[src/rtl/frv_core_fetch_request_pkg.sv]
// Shared core definitions for the instruction fetch request path:
// datapath width, reset PC and the buffered response entry.
package frv_core_fetch_request_pkg;

    localparam int unsigned XL             = 31;
    localparam int unsigned WA_W           = XL - 1;
    localparam int unsigned RSP_FIFO_DEPTH = 2;

    localparam logic [XL:0] FRV_PC_RESET_VALUE = 32'h0000_0000;

    typedef struct packed {
        logic [XL:0] data;
        logic        err;
        logic        half;
    } rsp_entry_t;

    // Occupancy of the 2-entry response FIFO from its status flags.
    function automatic logic [1:0] fifo_count(input logic full, input logic empty);
        return full ? 2'd2 : (empty ? 2'd0 : 2'd1);
    endfunction

endpackage

[src/rtl/frv_core_fetch_request_if.sv]
// Instruction-memory request/response bus plus the fetch-buffer delivery port.
interface frv_core_fetch_request_if;
    import frv_core_fetch_request_pkg::*;

    logic        imem_req;
    logic        imem_gnt;
    logic [XL:0] imem_addr;
    logic        imem_recv;
    logic        imem_error;
    logic [XL:0] imem_rdata;

    logic        f_4byte;
    logic        f_2byte;
    logic        f_err;
    logic [XL:0] f_in;
    logic        f_ready;

    modport master (
        output imem_req, imem_addr, f_4byte, f_2byte, f_err, f_in,
        input  imem_gnt, imem_recv, imem_error, imem_rdata, f_ready
    );

    modport slave (
        input  imem_req, imem_addr, f_4byte, f_2byte, f_err, f_in,
        output imem_gnt, imem_recv, imem_error, imem_rdata, f_ready
    );

endinterface

[src/rtl/frv_core_fetch_rsp_fifo.sv]
// Two-entry in-order FIFO buffering fetch responses the fetch buffer could not take.
module frv_core_fetch_rsp_fifo
    import frv_core_fetch_request_pkg::*;
(
    input  logic       g_clk,
    input  logic       g_reset,
    input  logic       i_push,
    input  logic       i_pop,
    input  logic       i_clear,
    input  rsp_entry_t i_data,
    output logic       o_full,
    output logic       o_empty,
    output rsp_entry_t o_head
);

    localparam int unsigned PTR_W = $clog2(RSP_FIFO_DEPTH);
    localparam int unsigned CNT_W = $clog2(RSP_FIFO_DEPTH + 1);

    rsp_entry_t           r_mem [RSP_FIFO_DEPTH];
    logic [PTR_W-1:0]     r_wr_ptr;
    logic [PTR_W-1:0]     r_rd_ptr;
    logic [CNT_W-1:0]     r_count;

    always_ff @(posedge g_clk) begin
        if (g_reset || i_clear) begin
            r_wr_ptr <= '0;
            r_rd_ptr <= '0;
            r_count  <= '0;
        end else begin
            if (i_push) r_wr_ptr <= r_wr_ptr + PTR_W'(1);
            if (i_pop)  r_rd_ptr <= r_rd_ptr + PTR_W'(1);
            r_count <= r_count + CNT_W'(i_push) - CNT_W'(i_pop);
        end
    end

    // Storage needs no reset; validity is tracked by r_count.
    always_ff @(posedge g_clk) begin
        if (i_push && !i_clear) r_mem[r_wr_ptr] <= i_data;
    end

    assign o_full  = (r_count == CNT_W'(RSP_FIFO_DEPTH));
    assign o_empty = (r_count == '0);
    assign o_head  = r_mem[r_rd_ptr];

endmodule

[src/rtl/frv_core_fetch_request.sv]
// Instruction fetch request generator: issues word fetches, tracks in-flight
// responses, drops stale ones after a control-flow change and feeds the fetch buffer.
module frv_core_fetch_request
    import frv_core_fetch_request_pkg::*;
#(
    parameter logic [XL:0] PC_RESET     = FRV_PC_RESET_VALUE,
    parameter int unsigned MAX_INFLIGHT = 2
) (
    input  logic                        g_clk,
    input  logic                        g_reset,
    input  logic                        cf_req,
    input  logic [XL:0]                 cf_target,
    frv_core_fetch_request_if.master    fbus
);

    localparam int unsigned CNT_W = $clog2(MAX_INFLIGHT + 2);

    logic [WA_W-1:0]  r_fetch_addr;
    logic [WA_W-1:0]  r_redir_addr;
    logic             r_redir;
    logic             r_req_hold;
    logic             r_halted;
    logic             r_half_pending;
    logic             r_half_rsp;
    logic [CNT_W-1:0] r_outstanding;
    logic [CNT_W-1:0] r_discard;

    logic             w_fifo_full;
    logic             w_fifo_empty;
    rsp_entry_t       w_head;
    rsp_entry_t       w_rsp_entry;
    rsp_entry_t       w_out;
    logic [CNT_W:0]   w_inflight;
    logic             w_req;
    logic             w_grant;
    logic             w_new_grant;
    logic             w_rsp_valid;
    logic             w_rsp_keep;
    logic             w_bypass;
    logic             w_push;
    logic             w_pop;
    logic             w_deliver;
    logic             w_disc_dec;
    logic             w_unused_tgt;

    assign w_unused_tgt = cf_target[0];

    assign w_inflight = (CNT_W+1)'(r_outstanding)
                      + (CNT_W+1)'(fifo_count(w_fifo_full, w_fifo_empty));

    // An ungranted request is held even across cf_req or a newly set halt.
    assign w_req = !g_reset &&
                   (r_req_hold || (!r_halted && (w_inflight < (CNT_W+1)'(MAX_INFLIGHT))));
    assign w_grant     = w_req && fbus.imem_gnt;
    assign w_new_grant = w_grant && !r_redir && !cf_req;

    // Responses with nothing outstanding (e.g. right after reset) are ignored.
    assign w_rsp_valid = !g_reset && fbus.imem_recv && (r_outstanding != '0);
    assign w_disc_dec  = w_rsp_valid && (r_discard != '0);
    assign w_rsp_keep  = w_rsp_valid && (r_discard == '0) && !cf_req;

    assign w_rsp_entry = '{data: fbus.imem_rdata, err: fbus.imem_error, half: r_half_rsp};

    assign w_bypass  = w_rsp_keep && w_fifo_empty && fbus.f_ready;
    assign w_push    = w_rsp_keep && !w_bypass;
    assign w_pop     = !g_reset && !cf_req && !w_fifo_empty && fbus.f_ready;
    assign w_deliver = w_pop || w_bypass;
    assign w_out     = w_fifo_empty ? w_rsp_entry : w_head;

    assign fbus.imem_req  = w_req;
    assign fbus.imem_addr = {r_fetch_addr, 2'b00};
    assign fbus.f_4byte   = w_deliver && !w_out.half;
    assign fbus.f_2byte   = w_deliver && w_out.half;
    assign fbus.f_err     = w_deliver && w_out.err;
    assign fbus.f_in      = w_out.data;

    frv_core_fetch_rsp_fifo u_rsp_fifo (
        .g_clk   (g_clk),
        .g_reset (g_reset),
        .i_push  (w_push),
        .i_pop   (w_pop),
        .i_clear (cf_req),
        .i_data  (w_rsp_entry),
        .o_full  (w_fifo_full),
        .o_empty (w_fifo_empty),
        .o_head  (w_head)
    );

    // Redirect taken while a request waits for grant is deferred until that grant.
    always_ff @(posedge g_clk) begin
        if (g_reset) begin
            r_fetch_addr <= PC_RESET[XL:2];
            r_redir_addr <= '0;
            r_redir      <= 1'b0;
        end else if (cf_req) begin
            if (w_req && !fbus.imem_gnt) begin
                r_redir      <= 1'b1;
                r_redir_addr <= cf_target[XL:2];
            end else begin
                r_fetch_addr <= cf_target[XL:2];
                r_redir      <= 1'b0;
            end
        end else if (w_grant) begin
            if (r_redir) begin
                r_fetch_addr <= r_redir_addr;
                r_redir      <= 1'b0;
            end else begin
                r_fetch_addr <= r_fetch_addr + WA_W'(1);
            end
        end
    end

    always_ff @(posedge g_clk) begin
        if (g_reset) begin
            r_req_hold    <= 1'b0;
            r_outstanding <= '0;
        end else begin
            r_req_hold    <= w_req && !fbus.imem_gnt;
            r_outstanding <= r_outstanding + CNT_W'(w_grant) - CNT_W'(w_rsp_valid);
        end
    end

    // Everything still in flight at a redirect belongs to the old stream.
    always_ff @(posedge g_clk) begin
        if (g_reset) begin
            r_discard <= '0;
        end else if (cf_req) begin
            r_discard <= r_outstanding + CNT_W'(w_grant) - CNT_W'(w_rsp_valid);
        end else begin
            r_discard <= r_discard - CNT_W'(w_disc_dec) + CNT_W'(w_grant && r_redir);
        end
    end

    always_ff @(posedge g_clk) begin
        if (g_reset) begin
            r_halted <= 1'b0;
        end else if (cf_req) begin
            r_halted <= 1'b0;
        end else if (w_deliver && w_out.err) begin
            r_halted <= 1'b1;
        end
    end

    // The first new-stream response is the one carrying the half flag.
    always_ff @(posedge g_clk) begin
        if (g_reset) begin
            r_half_pending <= 1'b0;
            r_half_rsp     <= 1'b0;
        end else if (cf_req) begin
            r_half_pending <= cf_target[1];
            r_half_rsp     <= 1'b0;
        end else begin
            if (w_new_grant) r_half_pending <= 1'b0;
            if (w_new_grant && r_half_pending) begin
                r_half_rsp <= 1'b1;
            end else if (w_rsp_keep) begin
                r_half_rsp <= 1'b0;
            end
        end
    end

endmodule

[src/flat_wrapper.sv]
// flat-port wrapper written by rule: the top's interface ports become plain ports
module frv_core_fetch_request_flat import frv_core_fetch_request_pkg::*;
#(
    parameter logic [XL:0] PC_RESET     = FRV_PC_RESET_VALUE,
    parameter int unsigned MAX_INFLIGHT = 2
)
  (g_clk, g_reset, cf_req, cf_target, fbus_imem_req, fbus_imem_addr, fbus_f_4byte, fbus_f_2byte, fbus_f_err, fbus_f_in, fbus_imem_gnt, fbus_imem_recv, fbus_imem_error, fbus_imem_rdata, fbus_f_ready);
  frv_core_fetch_request_if fbus_i ();
  input  logic g_clk;
  input  logic g_reset;
  input  logic cf_req;
  input  logic [XL:0] cf_target;
  output wire logic [$bits(fbus_i.imem_req)-1:0] fbus_imem_req;
  output wire logic [$bits(fbus_i.imem_addr)-1:0] fbus_imem_addr;
  output wire logic [$bits(fbus_i.f_4byte)-1:0] fbus_f_4byte;
  output wire logic [$bits(fbus_i.f_2byte)-1:0] fbus_f_2byte;
  output wire logic [$bits(fbus_i.f_err)-1:0] fbus_f_err;
  output wire logic [$bits(fbus_i.f_in)-1:0] fbus_f_in;
  input wire logic [$bits(fbus_i.imem_gnt)-1:0] fbus_imem_gnt;
  input wire logic [$bits(fbus_i.imem_recv)-1:0] fbus_imem_recv;
  input wire logic [$bits(fbus_i.imem_error)-1:0] fbus_imem_error;
  input wire logic [$bits(fbus_i.imem_rdata)-1:0] fbus_imem_rdata;
  input wire logic [$bits(fbus_i.f_ready)-1:0] fbus_f_ready;
  assign fbus_imem_req = fbus_i.imem_req;
  assign fbus_imem_addr = fbus_i.imem_addr;
  assign fbus_f_4byte = fbus_i.f_4byte;
  assign fbus_f_2byte = fbus_i.f_2byte;
  assign fbus_f_err = fbus_i.f_err;
  assign fbus_f_in = fbus_i.f_in;
  assign fbus_i.imem_gnt = fbus_imem_gnt;
  assign fbus_i.imem_recv = fbus_imem_recv;
  assign fbus_i.imem_error = fbus_imem_error;
  assign fbus_i.imem_rdata = fbus_imem_rdata;
  assign fbus_i.f_ready = fbus_f_ready;
  frv_core_fetch_request #(.PC_RESET(PC_RESET), .MAX_INFLIGHT(MAX_INFLIGHT)) u_core (.g_clk(g_clk), .g_reset(g_reset), .cf_req(cf_req), .cf_target(cf_target), .fbus(fbus_i));
endmodule
[config.mk]
export PLATFORM = sky130hd
export DESIGN_NAME = frv_core_fetch_request_flat
export DESIGN_NICKNAME = d
export VERILOG_FILES = /design/src/rtl/frv_core_fetch_request_pkg.sv /design/src/rtl/frv_core_fetch_request_if.sv /design/src/rtl/frv_core_fetch_rsp_fifo.sv /design/src/rtl/frv_core_fetch_request.sv /design/src/flat_wrapper.sv
export SDC_FILE = /design/constraint.sdc
export NUM_CORES = 1
export LEC_CHECK = 0
export BUFFER_PORTS_ARGS = -buffer_cell sky130_fd_sc_hd__buf_2
export CORE_ASPECT_RATIO = 1.75
export CORE_MARGIN = 4
export CORE_UTILIZATION = 55
export DETAILED_ROUTE_END_ITERATION = 10
export GPL_TIMING_DRIVEN = 1
export PLACE_DENSITY = 0.81
export SYNTH_ARGS = -nofsm -noshare
export SYNTH_HDL_FRONTEND = slang
export SYNTH_SLANG_ARGS = --single-unit
export TNS_END_PERCENT = 30
[constraint.sdc]
create_clock -name g_clk -period 4.54 [get_ports g_clk]
set_input_delay 1.135 -clock g_clk [delete_from_list [all_inputs] [get_ports g_clk]]
set_output_delay 1.135 -clock g_clk [all_outputs]
set_load 0.01 [all_outputs]
**Word-level counts from Yosys, hierarchy flattened**

Memories as Yosys holds them, arrays and structs flattened. A register that Yosys moved wholly into a read port is not among the register bits.
Cells that the tools add are included.

- Muxes and demuxes: 19
- Magnitude comparators: 1
- Reduce and logical (&&, ||, !) cells: 44
- Add/sub/neg operators: 10
- Equality and inequality tests: 2

Operators with widths:

| cell | number |
|---|---|
| 30-bit 2-to-1 mux | 4 |
| 34-bit 2-to-1 mux | 1 |
| 30-bit by 1-bit adder with 30-bit output, second input constant | 1 |
| 1-bit logical AND | 23 |
| 1-bit 2-to-1 mux | 12 |
| 2-bit nonzero test | 5 |
| 1-bit logical NOT | 8 |
| 2-bit by 1-bit adder with 2-bit output | 3 |
| 2-bit by 1-bit subtractor with 2-bit output | 3 |
| 2-bit logical NOT | 2 |
| 2-bit 2-to-1 mux | 2 |
| 2-bit AND reduction | 2 |
| 2-bit by 2-bit adder with 3-bit output | 1 |
| 1-bit logical OR | 3 |
| 3-bit by 2-bit less-than comparator with 1-bit output, second input constant | 1 |
| 1-bit adder, second input constant | 2 |
| 2-bit equality test, second input constant | 1 |
| 2-bit != test, second input constant | 1 |
| 2-bit OR reduction | 1 |

- Word-level logic and storage cells: 89
- Bits in registers: 73
- Input bits: 71
- RAM bits: 68
- Memories kept: 1

Memory list:

| memory | depth | width | rd ports | clocked after Yosys merged registers in | write ports | RTL line | text |
|---|---|---|---|---|---|---|---|
| u_core.u_rsp_fifo.r_mem | 2 | 34 | 1 | 1 | 1 | frv_core_fetch_rsp_fifo.sv:19 | `rsp_entry_t r_mem [RSP_FIFO_DEPTH];` |

**Longest topological paths before layout**

- Depth after elaboration: 13
- Mapped depth: 11
- Gate-level depth less buffers: 11

**Cells and area by module**

From an unflattened synthesis, not the netlist that was laid out.

- Cell total of the unflattened synthesis: 667
- Area, all modules: 7,188.1 um2

By module, submodules not included:

| module | cells an instance | instances | area an instance (um2) |
|---|---|---|---|
| frv_core_fetch_request | 540 | 1 | 4,347.9 |
| frv_core_fetch_rsp_fifo | 127 | 1 | 2,840.2 |

**Worst setup path before layout**

Ideal clock, no wire load.

- Kind: input-to-reg
- Start point: input port fbus_imem_recv
- End point: memory u_core.u_rsp_fifo.r_mem[0][0] in the netlist's numbering, enable pin
- Slack: 0.527 ns
- Path buffers: 0
- Cell stages on the path: 4
- Arrival time: 3.584 ns
- Setup time: 0.429 ns
- Data required time: 4.111 ns
- Path through: o21ai_0 -> or3_1 -> a211oi_1 -> nor2b_1

- Word-level cells in the longest chain between the ends: 11

Ends and longest elaborated chain:

| what | RTL line | text |
|---|---|---|
| from (decl) | flat_wrapper.sv:20 | `input wire logic [$bits(fbus_i.imem_recv)-1:0] fbus_imem_recv;` |
| 1-bit logical AND (*) (2 in series) | frv_core_fetch_request.sv:58 | `assign w_rsp_valid = !g_reset && fbus.imem_recv && (r_outstanding != '0);` |
| 1-bit logical AND (*) (2 in series) | frv_core_fetch_request.sv:60 | `assign w_rsp_keep = w_rsp_valid && (r_discard == '0) && !cf_req;` |
| 1-bit logical AND (2 in series) | frv_core_fetch_request.sv:64 | `assign w_bypass = w_rsp_keep && w_fifo_empty && fbus.f_ready;` |
| 1-bit logical NOT | frv_core_fetch_request.sv:65 | `assign w_push = w_rsp_keep && !w_bypass;` |
| 1-bit logical AND (*) | frv_core_fetch_request.sv:65 |  |
| named net u_core.u_rsp_fifo.i_push | frv_core_fetch_rsp_fifo.sv:7 | `input logic i_push,` |
| 1-bit logical AND (*) | frv_core_fetch_rsp_fifo.sv:38 | `if (i_push && !i_clear) r_mem[r_wr_ptr] <= i_data;` |
| 1-bit 2-to-1 mux (*) | frv_core_fetch_rsp_fifo.sv:38 |  |
| 1-bit 2-to-1 mux (implied by the code) (*) | frv_core_fetch_rsp_fifo.sv:38 |  |
| to (decl) | frv_core_fetch_rsp_fifo.sv:19 |  |

The timed path passes the listed nets; every way through them passes the cells marked *.

**Final worst setup path**

- Start point: input port cf_req
- End point: output port fbus_f_2byte

- Word-level cells in the longest chain between the ends: 6
- Elaborated cells on any way between the ends: 9

Ends and longest elaborated chain:

| what | RTL line | text |
|---|---|---|
| from (decl) | flat_wrapper.sv:11 | `input logic cf_req;` |
| 1-bit logical NOT (*) | frv_core_fetch_request.sv:60, frv_core_fetch_request.sv:66 |  |
| 1-bit logical AND (on tied branches) | frv_core_fetch_request.sv:66, frv_core_fetch_request.sv:60 |  |
| 1-bit logical AND (on tied branches) (2 in series) | frv_core_fetch_request.sv:66, frv_core_fetch_request.sv:64 |  |
| 1-bit logical OR (*) | frv_core_fetch_request.sv:67 | `assign w_deliver = w_pop \|\| w_bypass;` |
| 1-bit logical AND (*) | frv_core_fetch_request.sv:73 | `assign fbus.f_2byte = w_deliver && w_out.half;` |
| to (decl) | flat_wrapper.sv:16 | `output wire logic [$bits(fbus_i.f_2byte)-1:0] fbus_f_2byte;` |

Every way passes the cells marked *; elsewhere a longest branch is shown, timed or not.

==> key figures <==
Die
  • # IOs: 139
  • Core ar.: 12000 µm²
  • Initial core utilization: 0.560
  • Total Die Area: around 14000 µm²
  • Die span in y: between 150 and 200 µm
  • FP Rows: 53
  • Die width: slightly above 90 µm

Timing
  • RSZ-0062 raised after global routing: no
  • Max-slew violation count: 0
  • Tightest Pin Transition: between 1 and 1.5 ns
  • Setup Skew: between 0.015 and 0.02 ns
  • # setup viols final: 0
  • Fin Setup TNS: 0 ns
  • Fin crit share: 0.833
  • Post-layout min period: 3.78 ns
  • F_max: around 260 MHz
  • Hold Vio Cnt, Final: 0
  • Rel. slew slack: 0.309

Synth
  • Synth cell count leaders: nand2_1, dfxtp_1, edfxtp_1, a21oi_1, o21ai_0
  • Syn_area_per_cell: between 9 and 10 µm²
  • Yosys reg bits: ~140
  • Yosys top cell area share: 0.304
  • Ys flop type: dfxtp_1
  • Syn Std Cell Area: 6730 µm²
  • Post-synth cell types: 55
  • Yosys warnings: 0
  • Post-synth EDFFs: 68
  • Top post-synthesis cells by area: edfxtp_1, dfxtp_1, nand2_1
  • Top-count cell post-synth: nand2_1
  • Post-synth top area cell: edfxtp_1
  • Share of synthesized registers carrying an async set or reset: 0
  • Sequential share of the synthesized area: 0.524
  • Post-Syn Instances: 703

Clock network
  • CTS tree: built
  • Clock transition at the registers of the reported paths: roughly 0.06 ns
  • Clock Sinks: about 140
  • Num CTS Buffers: 17
  • H-tree depth: 4
  • Clock buffer depth: 2
  • Number of setup buffers added after CTS: 0
  • Clock root buffer: clkbuf_16
  • Hold buffer count at CTS: 0
  • PostCTS Resize Cnt: 0
  • Clock Latency Late Sink: 0.42 ns

Worst hold path
  • Worst min path class: flip-flop to flip-flop

Route
  • Initial DRC count: ~270
  • Routed Antenna Nets: 0
  • Length of routed met2 wiring: about 9200 µm
  • Routed wl met3: roughly 1300 µm
  • Drt drc: 0
  • Met1 wire length: roughly 6800 µm
  • WL final: around 18000 µm
  • Routed vias: 5887
  • Per-cell routed wire length: between 15 and 20 µm
  • DR pass1 iterations: 5
  • Max Used Layer: met5
  • Via-to-Cell Ratio: about 5.8

Finish
  • Layout cells sized above 1: 0.225
  • Layout Nets: 909
  • N_diodes: 0
  • Design area: between 8000 and 9000 µm²
  • Area Growth Syn to Fin: 21.6%
  • Final Util: 0.681

Global route
  • GR Util All Layers: 0.254
  • Largest net degree at the start of global routing: 72
  • Number of global-route vias before repair: ~6000
  • First-pass GRT wire length: roughly 29000 µm
  • Initial antenna violation count: 1
  • Grt ovf: 0

Critical path
  • WP data required: 3.40 ns
  • Arrival time worst endpoint: ~2.7 ns
  • CP Max Fanout: 30
  • Startpoint types: primary input
  • Critical setup path kind: primary input to output pin
  • Crit. End Element: output pin

Run status
  • Outcome: completed

Placed design
  • HPWL after detailed placement: approximately 12000 µm
  • GP Congestion: approximately 0.92
  • Area after DPL: ~7600 µm²
  • I/O Buffers: roughly 140

Power and ir drop
  • Leak Pwr: 3.17 nW
  • Pwr Density: between 400 and 500 nW/µm²
  • Design Power: ~3.3 mW
  • VDD IR max: approximately 0.32 mV

Job
  • MaxCap Viol Count: 0
area by class of cell:
cell class | instances | area, µm²
Fill cell | 904 | 3830
Sequential cell | 142 | 3520
Multi-Input combinational cell | 501 | 2990
Timing Repair Buffer | 149 | 781
Clock buffer | 18 | 429
Tap cell | 165 | 206
Clock inverter | 14 | 178
Inverter | 19 | 71.3
power by group:
| group | internal (mW) | switching [mW] |
|---|---|---|
| Clock | 0.874 | 0.556 |
| Sequential | 1.39 | 0.0624 |
| Combinational | 0.157 | 0.250 |
| Total | 2.43 | 0.869 |
through the flow:
stage / hold slack (ns) / std cells / setup slack [ns]
2_1_floorplan: 0.431 / 704 / 0.527
6_report: 0.450 / 1008 / 0.756
3_5_place_dp: 0.442 / 976 / 0.788
3_3_place_gp: 0.439 / 976 / 0.814
4_1_cts: 0.451 / 1008 / 0.790
5_1_grt: 0.470 / 1008 / 0.654
metal layers:
metal | global-route usage | up-vias
met4 | 0.137 | 2
met1 | 0.284 | 2755
met3 | 0.0599 | 54
met5 | 0 | -
li1 | - | 2790
met2 | 0.440 | 286
critical path, cell delays in order:
cell	delay [ns]
buf_2	0.30
nor2_1	0.50
nand2_1	0.16
a21oi_1	0.23
nor2b_1	0.16
buf_2	0.14
logic make-up (layout without fill, tap and decap cells):
family	count (synthesis)	after routing	synth area share
AO/OA/AOI/OAI	170	170	0.155
other	1	2	0.000558
AND/OR/NAND/NOR	254	254	0.174
buffers and inverters	61	200	0.0355
XOR/XNOR	22	22	0.0287
multiplexers	45	45	0.0670
adder cells (fa/ha/maj)	8	8	0.0160
flip-flops	142	142	0.524
cells in the final DEF, fill, tap and decap left out, types with 7 or more instances in the layout:
master	n
nor2_1	34
buf_2	135
nand2_1	136
nand3_1	15
edfxtp_1	68
o22ai_1	7
o211ai_1	9
nor3_1	9
or3_1	7
dfxtp_1	73
a21oi_1	52
xnor2_1	9
nor4_1	7
mux2i_1	45
nand4_1	12
a22oi_1	10
inv_1	18
xor2_1	13
ha_1	7
clkbuf_16	17
buf_4	14
o21ai_0	52
worst paths after layout:
kind	from	end	slack (ns)	cells after the start
max	cf_req	fbus_f_2byte	0.76	6
min	u_core.r_redir_addr[5]	u_core.r_redir_addr[5]	0.45	2
max reg2reg	u_core.u_rsp_fifo.r_count[1]	u_core.r_fetch_addr[27]	1.33	7
min reg2reg	u_core.r_redir_addr[5]	u_core.r_redir_addr[5]	0.45	2
registers in the layout, indices dropped and copies added, names as in the netlist, 2 cells and up, named ones only:
name	cells
u_core.u_rsp_fifo.r_mem	68
u_core.r_discard	2
u_core.r_fetch_addr	30
u_core.r_outstanding	2
u_core.u_rsp_fifo.r_count	2
u_core.r_redir_addr	30
Note: power is estimated with default switching activity, not from simulation.
